===== config.mk =====
export PLATFORM = sky130hd
export DESIGN_NAME = jump_sequencer
export DESIGN_NICKNAME = d
export VERILOG_FILES = /design/src/rtl/jump_sequencer.sv
export SDC_FILE = /design/constraint.sdc
export NUM_CORES = 1
export LEC_CHECK = 0
export BUFFER_PORTS_ARGS = -buffer_cell sky130_fd_sc_hd__buf_4
export CAP_MARGIN = 15
export CORE_MARGIN = 3
export CORE_UTILIZATION = 37
export CTS_CLUSTER_DIAMETER = 30
export DETAILED_ROUTE_END_ITERATION = 12
export HOLD_SLACK_MARGIN = 0.12
export MAX_ROUTING_LAYER = met4
export SYNTH_ARGS = -nofsm -noshare
export SYNTH_HDL_FRONTEND = slang
export SYNTH_SLANG_ARGS = --single-unit
export TNS_END_PERCENT = 100

===== constraint.sdc =====
create_clock -name Clk -period 4.18 [get_ports Clk]
set_input_delay 0.836 -clock Clk [delete_from_list [all_inputs] [get_ports Clk]]
set_output_delay 0.836 -clock Clk [all_outputs]
set_load 0.01 [all_outputs]

===== src/rtl/jump_sequencer.sv =====
// -----------------------------------------------------------------------------
// jump_sequencer
// Per-frame controller for the doodle vertical datapath. Owns the game state
// (IDLE/RISE/FALL/DEAD), the velocity profile (jump impulse, gravity, terminal
// fall speed) and platform landing. Each frame it either issues a Y delta for
// the doodle or converts upward motion above the camera line into world
// scroll, accumulates the score and raises game over.
//
// Ports:
//   Clk           in   system clock
//   Reset         in   asynchronous, active-low reset
//   frame_tick    in   one-Clk pulse per video frame
//   start         in   level start/restart request
//   pause         in   level pause (only with JUMP_SEQ_PAUSE_EN defined)
//   doodle_y      in   [9:0] current doodle centre Y, unsigned
//   plat_hit      in   doodle feet overlap a platform (sampled on tick)
//   vel_y         out  [9:0] two's-complement Y delta for this frame
//   y_apply       out  strobe: datapath adds vel_y to doodle_y
//   scroll_amt    out  [9:0] unsigned world scroll in px
//   scroll_valid  out  strobe: platforms shift down by scroll_amt
//   loadplat      out  strobe: platform generator reloads initial layout
//   score         out  [15:0] accumulated scroll distance (saturating)
//   game_over     out  high while in DEAD
//   state         out  [1:0] IDLE=0, RISE=1, FALL=2, DEAD=3
//
// Optional feature: define JUMP_SEQ_PAUSE_EN to add the pause input. While
// pause is high, frame ticks are dropped, so velocity, score and state hold.
// -----------------------------------------------------------------------------
module jump_sequencer #(
  parameter int JUMP_VEL      = 12,
  parameter int GRAVITY       = 1,
  parameter int MAX_FALL      = 10,
  parameter int SCROLL_LINE   = 160,
  parameter int SCREEN_BOTTOM = 479,
  parameter int DOODLE_SIZE   = 12
) (
  input  logic        Clk,
  input  logic        Reset,
  input  logic        frame_tick,
  input  logic        start,
`ifdef JUMP_SEQ_PAUSE_EN
  input  logic        pause,
`endif
  input  logic [9:0]  doodle_y,
  input  logic        plat_hit,
  output logic [9:0]  vel_y,
  output logic        y_apply,
  output logic [9:0]  scroll_amt,
  output logic        scroll_valid,
  output logic        loadplat,
  output logic [15:0] score,
  output logic        game_over,
  output logic [1:0]  state
);

  typedef enum logic [1:0] {
    IDLE = 2'd0,
    RISE = 2'd1,
    FALL = 2'd2,
    DEAD = 2'd3
  } state_t;

  localparam logic signed [10:0] JUMP_S = 11'(JUMP_VEL);
  localparam logic signed [10:0] GRAV_S = 11'(GRAVITY);
  localparam logic signed [10:0] MAXF_S = 11'(MAX_FALL);
  localparam logic signed [10:0] LINE_S = 11'(SCROLL_LINE);
  localparam logic        [11:0] BOT_U  = 12'(SCREEN_BOTTOM);
  localparam logic        [11:0] DSZ_U  = 12'(DOODLE_SIZE);

  function automatic logic [15:0] sat_add(input logic [15:0] a, input logic [9:0] b);
    logic [16:0] s;
    s = {1'b0, a} + {7'd0, b};
    return s[16] ? 16'hFFFF : s[15:0];
  endfunction

  state_t             cur, nxt;
  logic signed [10:0] v, v_nxt;
  logic        [9:0]  vel_nxt, amt_nxt;
  logic               apply_nxt, sv_nxt, lp_nxt, go_nxt;
  logic        [15:0] score_nxt;

  logic               tick;
  logic signed [10:0] y_ext, ny, v_grav, v_upd;
  logic               bottom;

`ifdef JUMP_SEQ_PAUSE_EN
  assign tick = frame_tick & ~pause;
`else
  assign tick = frame_tick;
`endif

  assign y_ext  = signed'({1'b0, doodle_y});
  assign ny     = y_ext + v;
  assign v_grav = v + GRAV_S;
  assign v_upd  = (v_grav > MAXF_S) ? MAXF_S : v_grav;
  assign bottom = ({2'b00, doodle_y} + DSZ_U) >= BOT_U;
  assign state  = cur;

  always_comb begin
    nxt       = cur;
    v_nxt     = v;
    vel_nxt   = vel_y;
    amt_nxt   = scroll_amt;
    apply_nxt = 1'b0;
    sv_nxt    = 1'b0;
    lp_nxt    = 1'b0;
    score_nxt = score;
    go_nxt    = game_over;
    case (cur)
      IDLE, DEAD: begin
        // start has priority over a coincident tick; the tick is dropped.
        if (start) begin
          nxt       = RISE;
          v_nxt     = -JUMP_S;
          vel_nxt   = '0;
          amt_nxt   = '0;
          score_nxt = '0;
          go_nxt    = 1'b0;
          lp_nxt    = 1'b1;
        end
      end
      RISE, FALL: begin
        if (tick) begin
          if (cur == FALL && plat_hit) begin
            // Landing wins over bottom-out; no gravity on this frame.
            nxt       = RISE;
            v_nxt     = -JUMP_S;
            vel_nxt   = '0;
            amt_nxt   = '0;
            apply_nxt = 1'b1;
          end else if (cur == FALL && bottom) begin
            nxt     = DEAD;
            v_nxt   = '0;
            vel_nxt = '0;
            amt_nxt = '0;
            go_nxt  = 1'b1;
          end else begin
            apply_nxt = 1'b1;
            if (v < 0 && ny < LINE_S) begin
              // Motion past the camera line becomes world scroll; the doodle
              // only moves the part of the step that is still below the line.
              sv_nxt = 1'b1;
              if (y_ext >= LINE_S) begin
                vel_nxt = 10'(LINE_S - y_ext);
                amt_nxt = 10'(-v - (y_ext - LINE_S));
              end else begin
                vel_nxt = '0;
                amt_nxt = 10'(-v);
              end
              score_nxt = sat_add(score, amt_nxt);
            end else begin
              vel_nxt = 10'(v);
              amt_nxt = '0;
            end
            v_nxt = v_upd;
            if (cur == RISE && v_upd >= 0) nxt = FALL;
          end
        end
      end
      default: nxt = IDLE;
    endcase
  end

  // Frame-decision register stage: every output is registered here.
  always_ff @(posedge Clk or negedge Reset) begin
    if (!Reset) begin
      cur          <= IDLE;
      v            <= '0;
      vel_y        <= '0;
      y_apply      <= 1'b0;
      scroll_amt   <= '0;
      scroll_valid <= 1'b0;
      loadplat     <= 1'b0;
      score        <= '0;
      game_over    <= 1'b0;
    end else begin
      cur          <= nxt;
      v            <= v_nxt;
      vel_y        <= vel_nxt;
      y_apply      <= apply_nxt;
      scroll_amt   <= amt_nxt;
      scroll_valid <= sv_nxt;
      loadplat     <= lp_nxt;
      score        <= score_nxt;
      game_over    <= go_nxt;
    end
  end

endmodule


-- Word-level counts from Yosys, hierarchy flattened
Index checks and enable logic that the tools add are counted.
- input port bits: 15
- flip-flop bits (word level): 53
- output and inout bits: 42
- eq/ne operators: 10
- mux-type cells: 53
- order comparisons: 6
- add/subtract/negate cells: 8
- reduce and logical (&&, ||, !) cells: 11
- operator list (operator ; count):
    10-bit two-way mux ; 16
    16-bit two-way mux ; 6
    11-bit two-way mux ; 5
    10-bit one-hot mux with 2 select lines ; 2
    16-bit one-hot mux with 2 select lines ; 1
    11-bit one-hot mux with 2 select lines ; 1
    16-bit by 10-bit adder with 17-bit output ; 1
    1-bit two-way mux ; 15
    2-bit != test, second input constant ; 6
    10-bit by 4-bit adder with 11-bit output, second input constant ; 1
    11-bit adder ; 1
    11-bit by 2-bit adder with 11-bit output, second input constant ; 1
    11-bit by 1-bit >= comparator with 1-bit output, second input constant ; 1
    11-bit by 9-bit >= comparator with 1-bit output, second input constant ; 1
    11-bit by 5-bit greater-than comparator with 1-bit output, second input constant ; 1
    11-bit by 1-bit < comparator with 1-bit output, second input constant ; 1
    11-bit by 9-bit < comparator with 1-bit output, second input constant ; 1
    10-bit by 8-bit >= comparator with 1-bit output, second input constant ; 1
    2-bit two-way mux ; 5
    10-bit negator ; 1
    10-bit subtractor ; 1
    10-bit by 8-bit subtractor with 10-bit output, second input constant ; 1
    8-bit by 10-bit subtractor with 10-bit output, first input constant ; 1
    5-bit AND reduction ; 1
    11 further kinds ; 16

-- Depth between registers and ports, before layout
- depth in word-level cells: 15
- mapped depth: 23
- gate-level depth less buffers: 21

-- Worst setup path before layout
OpenSTA, ideal clock, no wires.
- path type: flip-flop to flip-flop
- start: register v[2]
- end: register score[2]
- path slack: -0.419 ns
- arrival: 4.521 ns
- setup time: 0.078 ns
- stages on the path, launching flop included: 24
- buffers on the path: 3
- path through: dfrtp_1 clkbuf_1 nor3_1 nor3b_1 nand2_1 nor2_1 xor2_1 ha_1 inv_1 ha_1 or2_2 a21oi_1 a21oi_1 xnor2_1 mux2i_1 xnor2_1 ha_1 a2111oi_0 or3_1 clkbuf_1 nor3_2 buf_2 nor2_1 o2bb2ai_1
- cells in the longest elaborated chain, start to end: 15
- elaborated cells between the ends (all ways): 21
- ends and longest elaborated chain (element ; RTL line ; source):
    start: declaration ; 77 ; logic signed [10:0] v, v_nxt;
    start signal: assignment ; 178 ; v <= v_nxt;
    10-bit negator ; 145, 148 ;
    10-bit subtractor ; 145 ; amt_nxt = 10'(-v - (y_ext - LINE_S));
    10-bit two-way mux ; 143 ; if (y_ext >= LINE_S) begin
    10-bit two-way mux ; 139 ; if (v < 0 && ny < LINE_S) begin
    10-bit two-way mux ; 131 ; end else if (cur == FALL && bottom) begin
    10-bit two-way mux ; 124 ; if (cur == FALL && plat_hit) begin
    10-bit two-way mux ; 123 ; if (tick) begin
    10-bit two-way mux ; 109 ; case (cur)
    16-bit by 10-bit adder with 17-bit output ; 72 ; s = {1'b0, a} + {7'd0, b};
    16-bit two-way mux ; 73 ; return s[16] ? 16'hFFFF : s[15:0];
    16-bit two-way mux ; 139 ;
    16-bit two-way mux ; 131 ;
    16-bit two-way mux ; 124 ;
    16-bit two-way mux ; 123 ;
    16-bit one-hot mux with 2 select lines ; 109 ;
    end signal: assignment ; 184 ; score <= score_nxt;
    end: declaration ; 51 ; output logic [15:0] score,
Parallel ways exist; a longest one is shown, timed or not. The select of a mux whose other input is x is not followed.
A chain may end at the register's enable or synchronous reset.

-- Worst setup path in the final report
- start: register v[1]
- end: register score[12]
Same word-level chain as after synthesis.

==> metrics.yaml <==
status: "finished with violations"
violations: "setup timing"
cp_slowest_cell: "dfrtp_2"
ys_types: 69
avgViaCountPerCell: 5.55
finalPower_mw: 5.28
path_clk_slew_ns: 0.08
crit_buf_inv: 2
max-cap-violations: 0
clk_latency_ns: 0.32
vias: 4472
synth_seq_cells: 53
finClkSkew_ns: 0.00593
cp.required_ns: 4.39
cp.depth: 21
cp-start-kind: "register"
routed_wl_mm: 13.4
die_w_microns: 117
h-tree-depth: 2
ctsLongestPathBuffers: 2
cts_tree: "yes"
dieArea_sq_um: 13700
cp_top_family: "simple AND/OR/NAND/NOR gates"
cts_inserted_buffers: 5
final_common_cell: "buf_4"
drc: 0
synth.avg_cell_area_sq_um: 8.46
seq_area_sq_um: 1330
grt_start_max_net_pins: 54
rsz0062_at_grt: "true"
yosysSeqAreaShare_pct: 29.1
period_minus_slack_ns: 4.29
hold_viol: 0
crit_arrival_ns: 4.50
dr.pass1.iters: 5
cp-end-kind: "register"
antenna_found_initial: 0
cts_sinks: 53
place_congestion: 0.923
synth_edf_count: 0
slowest_delay_ns: 0.45
grt_pass1_wl_mm: 22.0
multiInputGateArea_sq_um: 3250
syn-instance-count: 538
area_growth_pct: 34.7
hold-path-cell-count: 2
slew_headroom_pct: 30.1
holdBufCountCts: 0
fin_crit_sh_pct: 103
hold_class: "reg -> reg"
grt_pass1_vias: 4436
crit_top_cell: "a21oi_2"
io_buffer_count: 56
grtUsageTotal_pct: 21.0
drive_above_1_share_pct: 32.3
crit_path_cell_trace: "nor3_4 > nor3b_4 > nand2_2 > nor2_4 > xor2_2 > ha_1 > inv_2 > ha_4 > or2_4 > a21oi_2 > a21oi_2 > xnor2_1 > mux2i_1 > xnor2_1 > ha_2 > nor2_2 > or3_4 > buf_6 > nor2_4 > a21oi_2 > o22a_1"
n_antenna_cell: 0
mostFrequentLayoutCells: "140 x buf_4, 52 x nor2_1, 51 x dfrtp_1"
tightest_slew_ns: 1.05
ios: 57
syn_area_sq_um: 4550
critPathMaxFanout: 4
synth-warning-count: 0
syn-num-nets: 602
routedWlPerCell_microns: 16.6
powerDensity_nw_per_um2: 861
worst-setup-path-type: "reg -> reg"
nets: 726
fillers: 1099
place_ws_ns: -0.365
p_leak_nw: 2.84
dp_hpwl_mm: 9.88
fp-row-count: 39
clock-root-buffer: "clkbuf_16"
overflow: 0
r2r_cells: 21
slew_viol_final: 0
ys.flop_type: "dfrtp_1"
drtAntennaViolNets: 0
ys_async_sr_fraction_pct: 100
finalWorstSetupSlack_ns: -0.114
final_util_pct: 52.4
final-setup-viol-count: 16
start_util_pct: 38.9
core_sq_um: 11700
drt_iter0_markers: 287
ir_drop_mv: 0.507
rrSetupSlack_ns: -0.11
timing.hold.ws_ns: 0.490
fp.dieH_microns: 117
clock.fmax_mhz: 233
==> timing repair <==
action,4_1_cts,5_1_grt
setup buffers,10,2
endpoints found under the hold margin,0,0
pin swaps,21,15
endpoints found under the setup margin,16,16
resized for setup,27,16
cloned,0,0
==> Yosys cell counts, drive strengths merged, types with 3 or more instances <==
cell type  number  area (sq um)
o21ai          24           135
nor3           16          90.1
xor2           12           105
o22ai           7          43.8
or3             9          56.3
a211o           4          35.0
inv            32           123
ha             47           588
nor2b           7          43.8
a21o            6          45.0
a21oi          42           229
a22o           13           114
dfrtp          53          1330
clkbuf         20          75.1
nand2          43           161
mux2i           5          50.1
o2bb2ai        10          87.6
nand3          23           115
a31oi           3          18.8
a211oi          5          50.1
xnor2          22           193
nor4            3          18.8
o21bai          3          22.5
o211ai          8          60.1
o31ai           5          37.5
nand2b          7          43.8
buf             8          50.0
nor2           57           221
o21a            8          60.1
==> final cells by class <==
cell class / instances / share of cell area, %
multi-input combinational: 425 / 53.0
sequential: 53 / 21.7
timing repair buffer: 145 / 18.1
tap: 143 / 2.92
clock buffer: 5 / 2.04
inverter: 32 / 2.00
clock inverter: 3 / 0.347
==> state kept, by name, summed over array words and instances, names as in the netlist <==
signal and flops:
scroll_valid 1, game_over 1, loadplat 1, vel_y 10, y_apply 1, v 11
scroll_amt 10, score 16, state 2
==> layer usage <==
metal | part of all wire (%) | wire length (microns) | GRT usage, %
met4 | 2.1 | 276 | 8.18
met5 | 0 | 0 | -
met1 | 48 | 6350 | 28.3
met3 | 3.8 | 513 | 2.62
met2 | 47 | 6220 | 32.2
==> worst min-delay path: cells and delay by family, from the launching register on <==
kind / cells / cell delay, ns
AND/OR/NAND/NOR: 1 / 0.05
flip-flops: 1 / 0.35
AO/OA/AOI/OAI: 1 / 0.06
==> cell families (layout without fill, tap and decap cells) <==
kind of cell	count (synthesis)	count (layout)	synth area share, %
simple gates	178	178	18.7
compound gates	158	158	25.1
buf+inv	60	185	5.44
flops	53	53	29.1
fa+ha+maj	49	49	13.8
xor+xnor	34	34	6.54
mux	6	6	1.35
==> power by group <==
group	internal [mW]	switching [mW]
sequential	0.688	0.159
combinational	1.95	2.04
clock	0.224	0.217
==> metrics by stage <==
stage               cells  area (sq um)  TNS (ns)
floorplan             538          4670    -0.705
global placement      786          5690     -3.85
detailed placement    786          5690     -4.92
CTS                   804          6030    -0.163
global route          806          6130     -5.63
finish                806          6130     -1.20
==> path summary, 6_finish.rpt <==
path	start	endpoint
max	v[1]$_DFFE_PN0P_	score[12]$_DFFE_PN0P_
min	vel_y[7]$_DFFE_PN0P_	vel_y[7]$_DFFE_PN0P_
max reg2reg	v[1]$_DFFE_PN0P_	score[12]$_DFFE_PN0P_
min reg2reg	vel_y[7]$_DFFE_PN0P_	vel_y[7]$_DFFE_PN0P_
max in group asynchronous	Reset	v[0]$_DFFE_PN0P_
min in group asynchronous	Reset	v[1]$_DFFE_PN0P_
(Power assumes the default switching activity.)
